$ cat config.mk
export PLATFORM = sky130hd
export DESIGN_NAME = fir_out_requant
export DESIGN_NICKNAME = d
export VERILOG_FILES = /design/src/rtl/fir_pkg.sv /design/src/rtl/sync_fifo.sv /design/src/rtl/fir_out_requant.sv
export SDC_FILE = /design/constraint.sdc
export NUM_CORES = 1
export LEC_CHECK = 0
export CAP_MARGIN = 15
export CORE_ASPECT_RATIO = 1.4
export CORE_MARGIN = 3
export CORE_UTILIZATION = 50
export DETAILED_ROUTE_END_ITERATION = 10
export MAX_ROUTING_LAYER = met4
export PLACE_DENSITY = 0.68
export SYNTH_ARGS = -nofsm -noshare
export SYNTH_HDL_FRONTEND = slang
export SYNTH_SLANG_ARGS = --single-unit
$ cat constraint.sdc
create_clock -name clk -period 6.9 [get_ports clk]
set_input_delay 1.035 -clock clk [delete_from_list [all_inputs] [get_ports clk]]
set_output_delay 1.035 -clock clk [all_outputs]
set_load 0.01 [all_outputs]
$ cat src/rtl/fir_pkg.sv
// Shared constants and arithmetic helpers for the FIR filter datapath.
package fir_pkg;

  localparam int SAMPLE_W = 16;
  localparam int ACC_W    = 32;

  // Clamp a signed value into the signed range of 'width' bits. The result
  // keeps the full argument width; the caller takes the low 'width' bits.
  function automatic logic signed [ACC_W:0] sat_trunc(
    input logic signed [ACC_W:0] value,
    input int                    width
  );
    logic signed [ACC_W:0] hi;
    logic signed [ACC_W:0] lo;
    hi = ({{ACC_W{1'b0}}, 1'b1} << (width - 1)) - {{ACC_W{1'b0}}, 1'b1};
    lo = ~hi;
    if (value > hi) begin
      return hi;
    end else if (value < lo) begin
      return lo;
    end else begin
      return value;
    end
  endfunction

endpackage

$ cat src/rtl/sync_fifo.sv
// Single-clock FIFO with registered storage and an occupancy count.
// Pop on an empty FIFO is ignored; push on a full FIFO succeeds only when
// a pop happens in the same cycle.
module sync_fifo #(
  parameter int WIDTH = 16,
  parameter int DEPTH = 8
) (
  input  logic                       clk,
  input  logic                       rst,
  input  logic                       push,
  input  logic [WIDTH-1:0]           push_data,
  input  logic                       pop,
  output logic [WIDTH-1:0]           pop_data,
  output logic                       full,
  output logic                       empty,
  output logic [$clog2(DEPTH):0]     level
);

  localparam int AW = $clog2(DEPTH);
  localparam int LW = AW + 1;
  localparam logic [LW-1:0] FULL_LVL = LW'(DEPTH);

  logic [WIDTH-1:0] mem [DEPTH];
  logic [AW-1:0]    wr_ptr;
  logic [AW-1:0]    rd_ptr;
  logic             do_push;
  logic             do_pop;

  assign full     = (level == FULL_LVL);
  assign empty    = (level == '0);
  assign do_pop   = pop && !empty;
  assign do_push  = push && (!full || do_pop);
  assign pop_data = mem[rd_ptr];

  // Storage: cleared on reset so the head reads zero until the first write.
  always_ff @(posedge clk) begin
    if (rst) begin
      for (int i = 0; i < DEPTH; i++) mem[i] <= '0;
    end else if (do_push) begin
      mem[wr_ptr] <= push_data;
    end
  end

  // Pointers wrap naturally because DEPTH is a power of two.
  always_ff @(posedge clk) begin
    if (rst) begin
      wr_ptr <= '0;
      rd_ptr <= '0;
      level  <= '0;
    end else begin
      if (do_push) wr_ptr <= wr_ptr + AW'(1);
      if (do_pop)  rd_ptr <= rd_ptr + AW'(1);
      case ({do_push, do_pop})
        2'b10:   level <= level + LW'(1);
        2'b01:   level <= level - LW'(1);
        default: level <= level;
      endcase
    end
  end

endmodule

$ cat src/rtl/fir_out_requant.sv
// FIR output stage: round-half-up shift, saturate, decimate, buffer.
//
// Output handshake: out_valid is high whenever the FIFO holds a sample and
// out_data is the oldest one. A sample is consumed at a rising edge where
// out_valid && out_ready; while out_valid && !out_ready, out_data holds.
// out_ready has no effect while out_valid is low. Upstream has no
// backpressure: a kept sample arriving at a full, non-popping FIFO is lost
// and recorded in ovf_flag.
module fir_out_requant
  import fir_pkg::*;
#(
  parameter int IN_WIDTH   = ACC_W,
  parameter int OUT_WIDTH  = SAMPLE_W,
  parameter int FIFO_DEPTH = 8
) (
  input  logic                          clk,
  input  logic                          rst,
  input  logic [IN_WIDTH-1:0]           in_data,
  input  logic                          in_valid,
  input  logic [4:0]                    shift,
  input  logic [3:0]                    decim,
  output logic [OUT_WIDTH-1:0]          out_data,
  output logic                          out_valid,
  input  logic                          out_ready,
  output logic [$clog2(FIFO_DEPTH):0]   level,
  output logic                          sat_flag,
  output logic                          ovf_flag,
  input  logic                          clear_flags
);

  logic signed [IN_WIDTH:0]  in_ext;
  logic signed [IN_WIDTH:0]  rnd;
  logic signed [IN_WIDTH:0]  sum1;
  logic signed [IN_WIDTH:0]  r1;
  logic                      s1_valid;
  logic signed [IN_WIDTH:0]  s1_data;
  logic signed [ACC_W:0]     s1_wide;
  logic signed [ACC_W:0]     sat_v;
  logic                      s2_valid;
  logic [OUT_WIDTH-1:0]      s2_data;
  logic                      s2_sat;
  logic [3:0]                phase;
  logic                      phase_last;
  logic                      keep;
  logic                      pop;
  logic                      fifo_full;
  logic                      fifo_empty;
  logic                      drop;

  // Rounding shift, one bit wider than the input so the rounding add never wraps.
  always_comb begin
    in_ext = {in_data[IN_WIDTH-1], in_data};
    rnd    = '0;
    if (shift != 5'd0) rnd = (IN_WIDTH+1)'(1) << (shift - 5'd1);
    sum1   = in_ext + rnd;
    r1     = sum1 >>> shift;
  end

  // Stage 1 register: rounded and shifted value.
  always_ff @(posedge clk) begin
    if (rst) begin
      s1_valid <= 1'b0;
    end else begin
      s1_valid <= in_valid;
    end
    if (in_valid) s1_data <= r1;
  end

  assign s1_wide = (ACC_W+1)'(s1_data);
  assign sat_v   = sat_trunc(s1_wide, OUT_WIDTH);

  // Stage 2 register: saturated sample plus a note that clamping happened.
  always_ff @(posedge clk) begin
    if (rst) begin
      s2_valid <= 1'b0;
    end else begin
      s2_valid <= s1_valid;
    end
    if (s1_valid) begin
      s2_data <= sat_v[OUT_WIDTH-1:0];
      s2_sat  <= (sat_v != s1_wide);
    end
  end

  // Decimation: keep the sample seen at phase zero; >= tolerates decim shrinking mid-stream.
  assign phase_last = (decim <= 4'd1) || (phase >= decim - 4'd1);
  assign keep       = s2_valid && (phase == 4'd0);

  // Phase counter advances once per stage-2 sample.
  always_ff @(posedge clk) begin
    if (rst) begin
      phase <= 4'd0;
    end else if (s2_valid) begin
      phase <= phase_last ? 4'd0 : phase + 4'd1;
    end
  end

  assign out_valid = !fifo_empty;
  assign pop       = out_valid && out_ready;
  assign drop      = keep && fifo_full && !pop;

  sync_fifo #(
    .WIDTH (OUT_WIDTH),
    .DEPTH (FIFO_DEPTH)
  ) u_fifo (
    .clk       (clk),
    .rst       (rst),
    .push      (keep),
    .push_data (s2_data),
    .pop       (pop),
    .pop_data  (out_data),
    .full      (fifo_full),
    .empty     (fifo_empty),
    .level     (level)
  );

  // Sticky flags; a set event in the same cycle takes priority over clear.
  always_ff @(posedge clk) begin
    if (rst) begin
      sat_flag <= 1'b0;
      ovf_flag <= 1'b0;
    end else begin
      if (keep && s2_sat)   sat_flag <= 1'b1;
      else if (clear_flags) sat_flag <= 1'b0;
      if (drop)             ovf_flag <= 1'b1;
      else if (clear_flags) ovf_flag <= 1'b0;
    end
  end

endmodule
==> results.cfg <==
[status]
outcome = complete, no violations

[final_layout]
area_growth_pct = 12.1
antenna_cells = 0
drive_above_1_share_pct = 12.7
fin_nets = 1400
fin_util_pct = 57.4

[logic_synthesis]
synthXorXnorAreaFrac_pct = 2.73
yosysWarnings = 0
synthDistinctLibCells = 84
synth_top_family_by_area = simple AND/OR/NAND/NOR gates
yosysSeqAreaShare_pct = 44.1
synth-compound-area-share_pct = 15.5
synth_flop_cell = edfxtp_1
async_reset_ff_share_pct = 0
syn_area_um2 = 13100
synthMuxAreaShare_pct = 11.1
synthAdderAreaFrac_pct = 4.71
synthCells = 1258
ys_seq_elements = 199
syn_nets = 1352
synth_edf_count = 178
avgSynthCellArea_um2 = 10.4
synth-simple-area-share_pct = 18.3

[critical_path]
end_kind = flop
crit_arrival_ps = 5640
path_buf_inv = 2
rr_worst_depth = 8
regToRegEndpoint = u_fifo.mem[2][9]$_SDFFCE_PN0P_
r2r_slack_ps = 3800
timing.rr.start = phase[0]$_SDFFE_PP0P_
cp_top_family = compound AO/OA/AOI/OAI gates
critPathMaxStageDelay_ps = 480
slowest_stage = nand2_1
path_cells = clkdlybuf4s50_1 > inv_1 > nand2_1 > nor2_1 > fa_1 > a211oi_2 > o21ai_1 > a22oi_2 > a211oi_1 > a211oi_1 > xnor2_1 > mux2_2 > or2_2 > a21oi_2 > o221ai_1
start_kind = primary input
critical_path.most_common_cell = a211oi_1
critPathKind = in2reg
worstPathRequired_ps = 7040
cp_max_fo = 10

[clocking]
cts_tree = yes
htree_num_levels = 4
cts_buffers = 17
ctsResizeCount = 0
cts_sinks = 199
root_buffer = clkbuf_16
path_clk_slew_ps = 70
ctsHoldBuffers = 0
post_cts_buffers = 0
ctsLongestPathBuffers = 2
insertion_delay_ps = 430

[detailed_routing]
drtAntennaViolNets = 0
drc = 0
wl_per_cell_um = 21.8
via_per_inst = 6.18
drt_iter0_markers = 787
vias = 10110
drt-total-wl_mm = 35.8
dr.pass1.iters = 5

[timing]
worst_slew_pin_slew_ps = 983
finalSetupViolCount = 0
min_period_ps = 5500
finClkSkew_ps = 9.65
clock.fmax_ghz = 0.182
maxSlewViolCount = 0
fin_setup_tns_ps = 0
hold_viol_final = 0
finalCritPeriodShare_pct = 79.7
rsz0062_at_grt = false
max-slew-margin-rel_pct = 34.2

[floorplan]
core_area_um2 = 25600
die_x_um = 143
fp.dieH_um = 197
row_count = 69
initial_core_util_pct = 51.2
ioPinCount = 69
die_area_um2 = 28100

[power_and_ir_drop]
power.leakage_nw = 5.53
ir_drop_mv = 0.142
p_per_area_nw_per_um2 = 218

[global_route]
grt_overflow = 0
use_met2_pct = 48.7
grt_use_met1_pct = 27.5
grt_use_total_pct = 26.2
grt_max_degree = 45
antenna_found_initial = 0
grt_pass1_wl_mm = 55.1
grt_use_met3_pct = 2.47
grt_pass1_vias = 10142
busiest_layer = met2

[flow_run]
maxCapViolCount = 0

[hold_path]
min_to = sat_flag$_SDFFE_PP0P_
min_path_type = reg2reg
worstHoldPathCells = 2
min_from = s2_sat$_DFFE_PP_

[placed_design]
place.detailed.hpwl_mm = 26.2
io_buffers = 68
gp_congestion = 0.953
==> Yosys cell counts (17+ instances only) <==
master | n | share of area, %
nand3_1 | 17 | 0.65
mux2i_1 | 22 | 1.7
a21o_1 | 17 | 0.98
nand2_1 | 80 | 2.3
and2_1 | 141 | 6.7
nor2_1 | 120 | 3.4
a21oi_1 | 70 | 2.7
mux2_2 | 29 | 2.5
edfxtp_1 | 178 | 41
inv_1 | 39 | 1.1
and3_1 | 17 | 0.81
clkbuf_1 | 51 | 1.5
a211oi_1 | 22 | 1.3
dfxtp_1 | 21 | 3.2
mux4_2 | 40 | 6.9
xnor2_1 | 26 | 1.7
o21ai_0 | 60 | 2.3
o211ai_1 | 17 | 0.98
ha_1 | 46 | 4.4
==> worst max-delay path by stage <==
stage,end,cells past startpoint,slack (ps),start
CTS,s1_data[16]$_DFFE_PP_,15,1520,shift[0]
global route,s1_data[18]$_DFFE_PP_,16,1050,shift[2]
detailed placement,s1_data[16]$_DFFE_PP_,15,1070,shift[0]
global placement,s1_data[16]$_DFFE_PP_,15,1040,shift[0]
floorplan,s1_data[3]$_DFFE_PP_,19,1830,shift[2]
finish,s1_data[16]$_DFFE_PP_,15,1400,shift[0]
==> metal layers <==
layer	wire length, µm	part of all wire (%)	up-vias
li1	-	-	4794
met1	13000	36	4878
met2	19800	55	336
met3	1350	3.8	102
met4	1640	4.6	0
met5	0	0	-
==> area by class of cell <==
| class | count | area [µm²] |
|---|---|---|
| fill | 2243 | 10900 |
| sequential | 199 | 5770 |
| clock buffer | 19 | 433 |
| inverter | 41 | 155 |
| multi-input combinational | 944 | 6840 |
| timing repair buffer | 103 | 943 |
| tap | 319 | 399 |
| clock inverter | 12 | 119 |
==> placed cells by master, fill, tap and decap left out, drive strengths merged, types with 27 or more instances in the layout <==
cell type	count
xnor2	27
o21ai	71
nand2	80
edfxtp	178
inv	45
ha	46
clkdlybuf4s50	68
mux2	29
buf	35
a21oi	73
and2	142
nor2	120
mux4	40
==> cells by family (layout without fill, tap and decap cells) <==
group / count (synthesis) / count (layout)
mux: 91 / 91
other cells: 1 / 1
fa+ha+maj: 48 / 48
flops: 199 / 199
buf+inv: 115 / 175
xor+xnor: 39 / 39
simple gates: 463 / 463
compound gates: 302 / 302
==> state kept, by name (all words and copies together) (netlist names), named ones only <==
register and cells:
u_fifo.mem 128, s1_data 33, s2_data 16, phase 4, u_fifo.level 4, u_fifo.rd_ptr 3
u_fifo.wr_ptr 3, ovf_flag 1, s1_valid 1, s2_sat 1, s2_valid 1, sat_flag 1
==> through the flow <==
| stage | total power, W | worst slack [ps] | hold slack (ps) | instances | instance area [µm²] |
|---|---|---|---|---|---|
| floorplan | 0.00200 | 1830 | 448 | 1258 | 13100 |
| global placement | 0.00227 | 1040 | 470 | 1606 | 14100 |
| detailed placement | 0.00228 | 1070 | 476 | 1606 | 14100 |
| CTS | 0.00321 | 1520 | 483 | 1637 | 14700 |
| global route | 0.00333 | 1050 | 503 | 1637 | 14700 |
| finish | 0.00319 | 1400 | 482 | 1637 | 14700 |
==> power by group <==
group	leakage [nW]	internal [W]	total, W	switching, W
Combinational	3.29	0.000377	0.000803	0.000426
Clock	0.262	0.000503	0.000936	0.000433
Sequential	1.98	0.00140	0.00145	0.0000524
Total	5.53	0.00228	0.00319	0.000911
==> worst reg2reg max path, delay by kind of cell, from the launching register on <==
| family | cells | cell delay (ps) |
|---|---|---|
| and+or+nand+nor | 5 | 1880 |
| buffers and inverters | 2 | 350 |
| DFF | 1 | 340 |
| adders and majority gates | 1 | 150 |
(Power assumes the default switching activity.)
